==> config.mk <==
export PLATFORM = sky130hd
export DESIGN_NAME = uart_rx_os
export DESIGN_NICKNAME = d
export VERILOG_FILES = /design/src/rtl/uart_rx_os.sv
export SDC_FILE = /design/constraint.sdc
export NUM_CORES = 1
export LEC_CHECK = 0
export BUFFER_PORTS_ARGS = -buffer_cell sky130_fd_sc_hd__buf_2
export CAP_MARGIN = 25
export CORE_UTILIZATION = 33
export DETAILED_ROUTE_END_ITERATION = 7
export MAX_ROUTING_LAYER = met4
export PLACE_DENSITY = 0.51
export SETUP_SLACK_MARGIN = 0.5
export SLEW_MARGIN = 20
export SYNTH_ARGS = -nofsm -noshare
export SYNTH_HDL_FRONTEND = slang
export SYNTH_SLANG_ARGS = --single-unit
==> constraint.sdc <==
create_clock -name clk -period 2.9 [get_ports clk]
set_clock_uncertainty 0.2 [all_clocks]
set_input_delay 0.58 -clock clk [delete_from_list [all_inputs] [get_ports clk]]
set_output_delay 0.58 -clock clk [all_outputs]
set_load 0.05 [all_outputs]
==> src/rtl/uart_rx_os.sv <==
// -----------------------------------------------------------------------------
// uart_rx_os -- parametrised oversampling UART receiver
//
// Receives asynchronous serial frames (start, NB_DATA data bits LSB first,
// optional parity, NB_STOP stop bits). Each bit is decided by a 3-sample
// majority vote around mid-bit. The received word and its error flags are
// held in a one-entry valid/ready register. A frame that completes while
// that register is still occupied is dropped and flagged as an overrun.
//
// Ports:
//   clk           system clock; all logic on its rising edge
//   i_rst         synchronous active-high reset
//   i_rx          asynchronous serial line, idles high
//   i_rx_ready    consumer accepts the held word while o_rx_valid is high
//   o_rx_data     received word
//   o_rx_valid    held word available (level)
//   o_parity_err  held word failed its parity check (qualified by o_rx_valid)
//   o_frame_err   a stop bit was sampled low (qualified by o_rx_valid)
//   o_break       break frame: line low through all bits (qualified by o_rx_valid)
//   o_overrun     one-cycle pulse when a completed frame is dropped
//   o_busy        high from start-bit detection until return to idle
// -----------------------------------------------------------------------------
module uart_rx_os #(
    parameter int NB_DATA    = 8,
    parameter int PARITY     = 0,
    parameter int NB_STOP    = 1,
    parameter int CLK_FREQ   = 100000000,
    parameter int BAUD_RATE  = 115200,
    parameter int OVERSAMPLE = 16
) (
    input  logic               clk,
    input  logic               i_rst,
    input  logic               i_rx,
    input  logic               i_rx_ready,
    output logic [NB_DATA-1:0] o_rx_data,
    output logic               o_rx_valid,
    output logic               o_parity_err,
    output logic               o_frame_err,
    output logic               o_break,
    output logic               o_overrun,
    output logic               o_busy
);

    localparam int DIV = CLK_FREQ / (BAUD_RATE * OVERSAMPLE);
    localparam int CW  = (DIV > 1) ? $clog2(DIV) : 1;
    localparam int SW  = $clog2(OVERSAMPLE);
    localparam int BCW = $clog2(NB_DATA + 1);
    localparam int H   = OVERSAMPLE / 2;

    localparam logic [CW-1:0]  TICK_LAST = CW'(DIV - 1);
    localparam logic [SW-1:0]  S_FIRST   = SW'(H - 1);
    localparam logic [SW-1:0]  S_MID     = SW'(H);
    localparam logic [SW-1:0]  S_DECIDE  = SW'(H + 1);
    localparam logic [SW-1:0]  S_LAST    = SW'(OVERSAMPLE - 1);
    localparam logic [BCW-1:0] DATA_LAST = BCW'(NB_DATA - 1);
    localparam logic [BCW-1:0] STOP_LAST = BCW'(NB_STOP - 1);

    typedef enum logic [2:0] {
        ST_IDLE,
        ST_START,
        ST_DATA,
        ST_PARITY,
        ST_STOP
    } state_t;

    // Line synchroniser and timing
    logic               rx_meta_q, rx_meta_d;
    logic               rx_s_q, rx_s_d;
    logic [CW-1:0]      tick_cnt_q, tick_cnt_d;
    logic [SW-1:0]      s_q, s_d;
    logic [1:0]         samp_q, samp_d;

    // Frame in flight
    state_t             state_q, state_d;
    logic [BCW-1:0]     bit_cnt_q, bit_cnt_d;
    logic [NB_DATA-1:0] shift_q, shift_d;
    logic               cur_par_bit_q, cur_par_bit_d;
    logic               cur_par_err_q, cur_par_err_d;
    logic               cur_frm_err_q, cur_frm_err_d;

    // Holding register
    logic [NB_DATA-1:0] rx_data_q, rx_data_d;
    logic               rx_valid_q, rx_valid_d;
    logic               parity_err_q, parity_err_d;
    logic               frame_err_q, frame_err_d;
    logic               break_q, break_d;
    logic               overrun_q, overrun_d;

    logic tick, decide, bit_end, maj, complete;
    logic fin_frm_err, fin_break;

    assign tick    = (tick_cnt_q == TICK_LAST);
    assign decide  = tick && (s_q == S_DECIDE);
    assign bit_end = tick && (s_q == S_LAST);
    // Third sample is the live line value on the decision tick.
    assign maj     = (samp_q[0] & samp_q[1]) | (samp_q[0] & rx_s_q) | (samp_q[1] & rx_s_q);

    // Flags as they stand on the completion tick, including the last stop bit.
    assign fin_frm_err = cur_frm_err_q | ~maj;
    assign fin_break   = fin_frm_err & (shift_q == '0) & ~cur_par_bit_q;

    // NOTE: every signal written here gets a default first, so no path through
    // the case statement can leave it unassigned and infer a latch.
    always_comb begin
        rx_meta_d     = i_rx;
        rx_s_d        = rx_meta_q;
        tick_cnt_d    = tick ? '0 : tick_cnt_q + 1'b1;
        s_d           = s_q;
        samp_d        = samp_q;
        state_d       = state_q;
        bit_cnt_d     = bit_cnt_q;
        shift_d       = shift_q;
        cur_par_bit_d = cur_par_bit_q;
        cur_par_err_d = cur_par_err_q;
        cur_frm_err_d = cur_frm_err_q;
        complete      = 1'b0;

        if (tick) begin
            if (s_q == S_FIRST) samp_d[0] = rx_s_q;
            if (s_q == S_MID)   samp_d[1] = rx_s_q;
            s_d = (s_q == S_LAST) ? '0 : s_q + 1'b1;
        end

        case (state_q)
            ST_IDLE: begin
                s_d = '0;
                if (tick && !rx_s_q) begin
                    state_d       = ST_START;
                    cur_par_bit_d = 1'b0;
                    cur_par_err_d = 1'b0;
                    cur_frm_err_d = 1'b0;
                end
            end
            ST_START: begin
                if (decide && maj) begin
                    // Line was high again by mid-bit: a glitch, not a start bit.
                    state_d = ST_IDLE;
                    s_d     = '0;
                end else if (bit_end) begin
                    state_d   = ST_DATA;
                    bit_cnt_d = '0;
                end
            end
            ST_DATA: begin
                if (decide) shift_d = {maj, shift_q[NB_DATA-1:1]};
                if (bit_end) begin
                    if (bit_cnt_q == DATA_LAST) begin
                        state_d   = (PARITY != 0) ? ST_PARITY : ST_STOP;
                        bit_cnt_d = '0;
                    end else begin
                        bit_cnt_d = bit_cnt_q + 1'b1;
                    end
                end
            end
            ST_PARITY: begin
                if (decide) begin
                    cur_par_bit_d = maj;
                    cur_par_err_d = (PARITY == 1) ? (^shift_q ^ maj) : ~(^shift_q ^ maj);
                end
                if (bit_end) state_d = ST_STOP;
            end
            ST_STOP: begin
                if (decide) begin
                    if (!maj) cur_frm_err_d = 1'b1;
                    if (bit_cnt_q == STOP_LAST) begin
                        // Finish mid-bit so the next start edge can be caught early.
                        complete = 1'b1;
                        state_d  = ST_IDLE;
                        s_d      = '0;
                    end
                end
                if (bit_end && (bit_cnt_q != STOP_LAST)) bit_cnt_d = bit_cnt_q + 1'b1;
            end
            default: state_d = ST_IDLE;
        endcase
    end

    // Holding register: a consumer accept and a new load may share one cycle.
    always_comb begin
        rx_data_d    = rx_data_q;
        rx_valid_d   = rx_valid_q;
        parity_err_d = parity_err_q;
        frame_err_d  = frame_err_q;
        break_d      = break_q;
        overrun_d    = 1'b0;

        if (rx_valid_q && i_rx_ready) rx_valid_d = 1'b0;

        if (complete) begin
            if (!rx_valid_q || i_rx_ready) begin
                rx_data_d    = shift_q;
                rx_valid_d   = 1'b1;
                parity_err_d = cur_par_err_q;
                frame_err_d  = fin_frm_err;
                break_d      = fin_break;
            end else begin
                overrun_d = 1'b1;
            end
        end
    end

    // NOTE: sequential state is updated with non-blocking assignments only, so
    // every flop samples the pre-edge value of every other flop.
    always_ff @(posedge clk) begin
        if (i_rst) begin
            // Synchroniser resets to the idle line level so reset release
            // cannot look like a start bit.
            rx_meta_q     <= 1'b1;
            rx_s_q        <= 1'b1;
            tick_cnt_q    <= '0;
            s_q           <= '0;
            samp_q        <= '0;
            state_q       <= ST_IDLE;
            bit_cnt_q     <= '0;
            // NOTE: data and holding registers are reset as well; they are a
            // handful of flops, and a partial frame or stale word must vanish.
            shift_q       <= '0;
            cur_par_bit_q <= 1'b0;
            cur_par_err_q <= 1'b0;
            cur_frm_err_q <= 1'b0;
            rx_data_q     <= '0;
            rx_valid_q    <= 1'b0;
            parity_err_q  <= 1'b0;
            frame_err_q   <= 1'b0;
            break_q       <= 1'b0;
            overrun_q     <= 1'b0;
        end else begin
            rx_meta_q     <= rx_meta_d;
            rx_s_q        <= rx_s_d;
            tick_cnt_q    <= tick_cnt_d;
            s_q           <= s_d;
            samp_q        <= samp_d;
            state_q       <= state_d;
            bit_cnt_q     <= bit_cnt_d;
            shift_q       <= shift_d;
            cur_par_bit_q <= cur_par_bit_d;
            cur_par_err_q <= cur_par_err_d;
            cur_frm_err_q <= cur_frm_err_d;
            rx_data_q     <= rx_data_d;
            rx_valid_q    <= rx_valid_d;
            parity_err_q  <= parity_err_d;
            frame_err_q   <= frame_err_d;
            break_q       <= break_d;
            overrun_q     <= overrun_d;
        end
    end

    assign o_rx_data    = rx_data_q;
    assign o_rx_valid   = rx_valid_q;
    assign o_parity_err = parity_err_q;
    assign o_frame_err  = frame_err_q;
    assign o_break      = break_q;
    assign o_overrun    = overrun_q;
    assign o_busy       = (state_q != ST_IDLE);

endmodule

# Yosys cells after proc, flatten, opt, wreduce, memory -nomap -nowiden

Index checks and enable logic that the tools add are counted.

Register bits: 45
Input bits: 4
Output and inout bits: 14

Add/sub/neg operators: 3
Equality and inequality tests: 22
Multiplexer cells: 36
Bitwise logic cells: 13
Reductions and logical operators: 28

Operators with widths:

| kind                | number |
|---|---|
| $mux 4              | 10 |
| $mux 3              | 8 |
| $pmux 4 s3          | 2 |
| $ne 2x2->1 const B  | 11 |
| $pmux 3 s5          | 1 |
| $eq 4x4->1 const B  | 3 |
| $mux 1              | 12 |
| $add 4x1->4 const B | 2 |
| $eq 4x3->1 const B  | 2 |
| $logic_not 8->1     | 1 |
| $reduce_and 2->1    | 4 |
| $reduce_xor 8->1    | 1 |
| $reduce_and 7->1    | 1 |
| $add 6x1->6 const B | 1 |
| $eq 3x2->1 const B  | 2 |
| $eq 6x6->1 const B  | 1 |
| $logic_and 1x1->1   | 6 |
| $pmux 1 s2          | 3 |
| $reduce_bool 3->1   | 2 |
| $and 1x1->1         | 5 |
| $reduce_and 5->1    | 1 |
| $logic_not 4->1     | 1 |
| $not 1->1           | 4 |
| $reduce_and 4->1    | 1 |
| 12 further kinds    | 17 |

# Logic depth before layout (Yosys ltp)

Gate-level depths: netlist (run 1).

Word-level depth: 7
Depth in mapped cells: 7
Mapped depth without buffers: 6

# Worst setup path before layout (run 1)

OpenSTA, ideal clock, no wires.

Path type: register to register
Start point: reg s_q[1]
End point: reg break_q (netlist: o_break)
Library setup time: 123 ps
Arrival: 1765 ps
Required time: 2577 ps
Setup slack: 812 ps
Cell stages (with the launch flop): 8
Path buffers: 1
Period minus slack after synthesis: 2088 ps
Cell sequence: dfxtp_1 -> inv_1 -> ha_1 -> and3b_1 -> nand3_4 -> or3_1 -> buf_6 -> mux2_1

Word-level cells in the longest chain between the ends: 5

RTL lines:

| what                              | line | source |
|---|---|---|
| from (decl)                       | 70   | `logic [SW-1:0] s_q, s_d;` |
| from (signal assigned)            | 211  | `s_q <= '0;` |
| from (signal assigned)            | 231  | `s_q <= s_d;` |
| $eq 4x4->1                        | 93   | `assign decide = tick && (s_q == S_DECIDE);` |
| $logic_and 1x1->1                 | 93   |  |
| $mux 1                            | 163  | `if (decide) begin` |
| $mux 1                            | 124  | `case (state_q)` |
| $reduce_and 2->1 (no source line) | --   |  |
| to (signal assigned)              | 243  | `break_q <= break_d;` |
| to (decl)                         | 86   | `logic break_q, break_d;` |

Every way passes these cells.
A chain may end at the register's enable or synchronous reset.

# Worst setup path after layout (run 1)

Start point: reg state_q[1]
End point: out o_busy

Word-level cells in the longest chain between the ends: 1

RTL lines:

| what                   | line | source |
|---|---|---|
| from (decl)            | 74   | `state_t state_q, state_d;` |
| from (signal assigned) | 233  | `state_q <= state_d;` |
| $reduce_bool 3->1      | 254  | `assign o_busy = (state_q != ST_IDLE);` |
| to (decl)              | 41   | `output logic o_busy` |

Every way passes these cells.

==> results of run 1 <==
## state kept, by name, indices dropped and copies added, names as in the netlist, 2 cells and up
register and cells:
state_q 3, samp_q 2, bit_cnt_q 4, shift_q 8, tick_cnt_q 6, o_rx_data 8, s_q 4
## routing by layer
layer	share of wire, %	routed length, um	global-route usage [%]
met3	2.6	148	3.048
met1	53	3016	23.77
met2	43	2437	23.16
met5	0	0	-
met4	1.5	84	5.606
## power breakdown
part	internal, mW	switching [mW]	total, mW	leakage [nW]
Combinational	0.0133	0.0262	0.0395	0.579
Sequential	0.622	0.00359	0.626	0.363
Clock	0.196	0.230	0.427	0.0478
Total	0.832	0.260	1.09	0.991
## worst register-to-register path: cells and delay by family (launching register included)
family	cells	cell delay, ns
adders and majority gates	1	0.32
DFF	1	0.38
and+or+nand+nor	2	0.48
AOI/OAI and AO/OA	2	0.76
## what timing repair did
| item | in CTS | in global routing |
|---|---|---|
| setup buffers | 0 | 0 |
| setup endpoints to repair | 2 | 4 |
| gates resized for setup | 1 | 2 |
## how the worst max path moves through the flow
| stage | startpoint | to | slack (ns) |
|---|---|---|---|
| after CTS | s_q[1]$_SDFF_PP0_ | o_break$_SDFFE_PP0P_ | 0.55 |
| final | state_q[1]$_SDFFE_PP0P_ | o_busy | 0.62 |
| after detailed placement | tick_cnt_q[0]$_SDFF_PP0_ | shift_q[5]$_SDFFE_PP0P_ | 0.49 |
| after global placement | tick_cnt_q[0]$_SDFF_PP0_ | shift_q[6]$_SDFFE_PP0P_ | 0.49 |
| after floorplan | s_q[1]$_SDFF_PP0_ | o_break$_SDFFE_PP0P_ | 0.81 |
| after global routing | tick_cnt_q[0]$_SDFF_PP0_ | state_q[0]$_SDFFE_PP0P_ | 0.51 |
## layout make-up
cell class | instances | share of cell area, %
repair buffers | 28 | 6.262
well taps | 96 | 4.486
clock inverters | 2 | 0.6075
clock buffers | 6 | 3.084
inverters | 22 | 3.084
flip-flops and latches | 45 | 33.64
multi-input cells | 177 | 48.83
## stage by stage
step	util, %	power (mW)	setup WS, ns	cell area [sq um]	cells
final	39.19	1.092	0.6213	2678	376
after CTS	39.08	1.107	0.5498	2670	376
after detailed placement	37.58	0.6792	0.4931	2567	368
after global placement	37.58	0.6785	0.4947	2567	368
after floorplan	-	0.6647	0.8120	2355	259
after global routing	39.19	1.133	0.5057	2678	376
## cell usage after synthesis, types with 5 or more instances
master,count
nor3_1,12
dfxtp_1,45
xnor2_1,8
o311ai_0,10
inv_1,22
o21ai_0,6
a21oi_1,12
nand3_1,8
mux2i_1,10
nor2_1,12
buf_2,6
nand4_1,5
clkbuf_1,7
nor2b_1,5
ha_1,11
o31ai_1,9
nand2_1,9
## logic make-up after synthesis
logic type | Yosys count | synth area share [%]
AO/OA/AOI/OAI | 60 | 18.39
XOR/XNOR | 10 | 3.720
adder cells (fa/ha/maj) | 12 | 6.270
buffers and inverters | 37 | 6.695
flip-flops | 45 | 38.26
multiplexers | 11 | 4.729
AND/OR/NAND/NOR | 84 | 21.95
==> flow_metrics.env, run 1 <==
export IMPL_status="complete, no violations"
export IMPL_min_to="rx_s_q$_SDFF_PP1_"
export IMPL_hold_viol_final=0
export IMPL_via_count=2018
export IMPL_crit_cells=3
export IMPL_drv_slew=0
export IMPL_finalCriticalPeriod_ns=2.279
export IMPL_synth_ff_type="dfxtp_1"
export IMPL_grt_max_degree=18
export IMPL_grt_antenna_before_repair=0
export IMPL_synth_async_reset_ratio_pct=0
export IMPL_syn_num_nets=274
export IMPL_crit_family="simple AND/OR/NAND/NOR gates"
export IMPL_synthToLayoutAreaGrowth_pct=13.71
export IMPL_synth_area_sq_um=2355
export IMPL_crit_path_max_fanout=14
export IMPL_fillCellCount=730
export IMPL_multi_input_area_sq_um=1308
export IMPL_crit_reg2reg_capture="state_q[0]$_SDFFE_PP0P_"
export IMPL_min_path_type="reg -> reg"
export IMPL_tns_ns=0
export IMPL_period_share_pct=78.58
export IMPL_layout_cells_most_common="dfxtp_1"
export IMPL_cts_root_buf="clkbuf_8"
export IMPL_clockBufferDepth=2
export IMPL_layout_common_cells="dfxtp_1, inv_1, buf_2"
export IMPL_powerDensity_nw_per_um2=407.8
export IMPL_fp_dieArea_sq_um=7477
export IMPL_end_kind="primary output"
export IMPL_netlist_instances=259
export IMPL_fmax_mhz=438.8
export IMPL_min_from="rx_meta_q$_SDFF_PP1_"
export IMPL_overflow=0
export IMPL_p_leak_nw=0.9907
export IMPL_ys_ff_latch=45
export IMPL_rows=30
export IMPL_nets=294
export IMPL_cp_required_ns=2.12
export IMPL_grt_pass1_vias=1852
export IMPL_gr_usage_all_layers_pct=16.56
export IMPL_wl_mm=5.686
export IMPL_drt_initial_drc_count=148
export IMPL_setup_viol=0
export IMPL_start_kind="register"
export IMPL_min_path_cells=1
export IMPL_die_w_um=86.47
export IMPL_clk_pin_slew_worst_paths_ns=0.09
export IMPL_yosysTopAreaCell="dfxtp_1"
export IMPL_rsz0062_at_grt="no"
export IMPL_diodes=0
export IMPL_yosysWarnings=0
export IMPL_ios=18
export IMPL_max_stage_delay_ns=0.43
export IMPL_clk_latency_ns=0.31
export IMPL_synthTopCellsByArea="dfxtp_1, ha_1, mux2i_1, o311ai_0, inv_1"
export IMPL_crit_reg2reg_launch="tick_cnt_q[0]$_SDFF_PP0_"
export IMPL_max_slew_margin_pct=60.18
export IMPL_worstPathArrival_ns=1.50
export IMPL_portBuffers=17
export IMPL_ir_worst_vdd_uv=147.7
export IMPL_syn_avg_cell_area_sq_um=9.092
export IMPL_tightest_slew_ns=0.5918
export IMPL_crit_path_top_delay_cell="or3_1"
export IMPL_grt_pass1_wl_mm=9.453
export IMPL_drive_above_1_share_pct=18.21
export IMPL_htreeDepth=2
export IMPL_path_cells="buf_4 -> or3_1 -> buf_2"
export IMPL_drc=0
export IMPL_synth_top_cell_area_share_pct=38.26
export IMPL_critPathKind="reg -> out"
export IMPL_rr_worst_depth=5
export IMPL_die_h_um=86.47
export IMPL_tritoncts="yes"
export IMPL_synth_edf_count=0
export IMPL_ys_types=59
export IMPL_gp_congestion=0.8393
export IMPL_dp_hpwl_mm=3.997
export IMPL_clock_sinks=45
export IMPL_maxCapViolCount=0
export IMPL_critPathBufInv=2
export IMPL_holdWs_ns=0.2186
export IMPL_core_sq_um=6832
export IMPL_ys_seq_area_share_pct=38.26
export IMPL_ff2ff_setup_slack_ns=0.65
export IMPL_dr_pass1_iters=4
export IMPL_ctsHoldBuffers=0
export IMPL_seq_area_sq_um=900.9
export IMPL_post_drt_via_cell_ratio=5.367
export IMPL_ant_nets=0
export IMPL_cts_buffers_inserted=5
export IMPL_initial_core_util_pct=34.47
export IMPL_wl_per_cell_um=15.12
Note: power is estimated with default switching activity, not from simulation.
==> inputs of run 2 (changes only) <==
clock period = 2.2 ns   (was 2.9 ns; I/O delays follow)
==> run 2 against run 1 <==
  * Utilization up 9.2 points
  * Largest power group unchanged
  * First-iteration DRC count down 13%
  * Largest cell class unchanged
  * Final area up 24%
  * Highest routed layer unchanged
  * Critical path depth up 3
  * Cell count up 9.8%
==> flow_metrics.env, run 2 (synthesis gave the netlist of run 1 again) <==
export IMPL_wl_mm=6.522
export IMPL_cp_required_ns=2.19
export IMPL_crit_path_max_fanout=8
export IMPL_worstPathArrival_ns=1.99
export IMPL_die_h_um=86.47
export IMPL_setup_ws_ns=0.1969
export IMPL_nets=331
export IMPL_layout_cells_most_common="buf_4"
export IMPL_grt_antenna_before_repair=0
export IMPL_drive_above_1_share_pct=43.53
export IMPL_drv_slew=0
export IMPL_synthToLayoutAreaGrowth_pct=40.44
export IMPL_clk_pin_slew_worst_paths_ns=0.09
export IMPL_core_sq_um=6832
export IMPL_grt_busiest_layer="met2"
export IMPL_maxCapViolCount=0
export IMPL_ff2ff_setup_slack_ns=0.20
export IMPL_grt_pass1_vias=2101
export IMPL_fp_dieArea_sq_um=7477
export IMPL_min_path_cells=2
export IMPL_hold_viol_final=0
export IMPL_layout_common_cells="buf_4, dfxtp_1, inv_1, buf_2, nor2_1"
export IMPL_grt_pass1_wl_mm=10.89
export IMPL_rows=30
export IMPL_grt_max_degree=42
export IMPL_clk_latency_ns=0.30
export IMPL_p_leak_nw=1.293
export IMPL_rsz0062_at_grt="yes"
export IMPL_portBuffers=17
export IMPL_gp_congestion=0.8140
export IMPL_met2_usage_pct=29.00
export IMPL_min_from="i_rx"
export IMPL_ios=18
export IMPL_crit_reg2reg_launch="state_q[2]$_SDFFE_PP0P_"
export IMPL_clock_sinks=45
export IMPL_setup_viol=0
export IMPL_finalCriticalPeriod_ns=2.003
export IMPL_dp_hpwl_mm=4.252
export IMPL_htreeDepth=2
export IMPL_critPathKind="reg -> reg"
export IMPL_wl_per_cell_um=15.79
export IMPL_use_met1_pct=26.64
export IMPL_diodes=0
export IMPL_fmax_mhz=499.2
export IMPL_tns_ns=0
export IMPL_dr_pass1_iters=4
export IMPL_gr_usage_all_layers_pct=19.02
export IMPL_overflow=0
export IMPL_tightest_slew_ns=0.4126
export IMPL_via_count=2179
export IMPL_crit_reg2reg_capture="shift_q[2]$_SDFFE_PP0P_"
export IMPL_drt_initial_drc_count=129
export IMPL_ir_worst_vdd_uv=198.7
export IMPL_end_kind="register"
export IMPL_powerDensity_nw_per_um2=432.7
export IMPL_ctsHoldBuffers=0
export IMPL_max_slew_margin_pct=72.06
export IMPL_ant_nets=0
export IMPL_dp_slack_ns=0.1360
export IMPL_tritoncts="yes"
export IMPL_start_kind="register"
export IMPL_die_w_um=86.47
export IMPL_min_to="rx_meta_q$_SDFF_PP1_"
export IMPL_clockBufferDepth=2
export IMPL_cts_root_buf="clkbuf_8"
export IMPL_use_met3_pct=2.857
export IMPL_rr_worst_depth=6
export IMPL_holdWs_ns=0.1257
export IMPL_initial_core_util_pct=34.47
export IMPL_cts_buffers_inserted=5
export IMPL_period_share_pct=91.05
export IMPL_post_drt_via_cell_ratio=5.276
export IMPL_drc=0
export IMPL_min_path_type="in -> reg"
export IMPL_status="complete, no violations"
run 2: final cells by class:
type	instances	area (sq um)
clock buffer	5	68.82
timing repair buffer	65	509.2
tap	96	120.1
clock inverter	3	22.52
inverter	22	86.33
fill	682	3525
sequential	45	922.1
multi-input combinational	177	1578
run 2: worst max-delay path by stage:
stage / startpoint / endpoint / cells after the start
final: state_q[2]$_SDFFE_PP0P_ / shift_q[2]$_SDFFE_PP0P_ / 6
after CTS: state_q[2]$_SDFFE_PP0P_ / o_busy / 3
after floorplan: s_q[1]$_SDFF_PP0_ / o_break$_SDFFE_PP0P_ / 7
after detailed placement: s_q[1]$_SDFF_PP0_ / o_rx_data[4]$_SDFFE_PP0P_ / 7
after global routing: tick_cnt_q[1]$_SDFF_PP0_ / shift_q[2]$_SDFFE_PP0P_ / 7
after global placement: s_q[1]$_SDFF_PP0_ / o_rx_data[1]$_SDFFE_PP0P_ / 7
run 2: routing by layer:
metal  wire length (um)  vias to the layer above
li1                   -                     1077
met1               3182                     1048
met2               3052                       52
met3                250                        2
met4                 36                        0
met5                  0                        -
run 2: power by group:
part	leakage (nW)	switching, mW	total (mW)	internal, mW
logic	0.876	0.0443	0.0746	0.0303
registers	0.369	0.00505	0.822	0.817
clock network	0.0481	0.308	0.534	0.226
total	1.29	0.358	1.43	1.07
run 2: worst max-delay path: stages (launching register included):
cell	delay [ns]
dfxtp_2	0.34
buf_6	0.13
or3b_4	0.41
or4_4	0.43
buf_8	0.16
mux2i_1	0.16
nor2_1	0.06
run 2: repair_timing:
item,4_1_cts,5_1_grt
cloned,1,0
setup endpoints to repair,37,38
gates resized for setup,45,24
pin swaps,23,17
setup buffers,18,8
run 2: per-stage QoR:
step	utilization, %	power [mW]	instances	instance area [sq um]
global placement	40.20	0.9031	378	2746
detailed placement	40.20	0.9041	378	2746
global route	48.41	1.501	413	3307
floorplan	-	0.8826	259	2461
CTS	46.10	1.442	405	3149
finish	48.41	1.431	413	3307
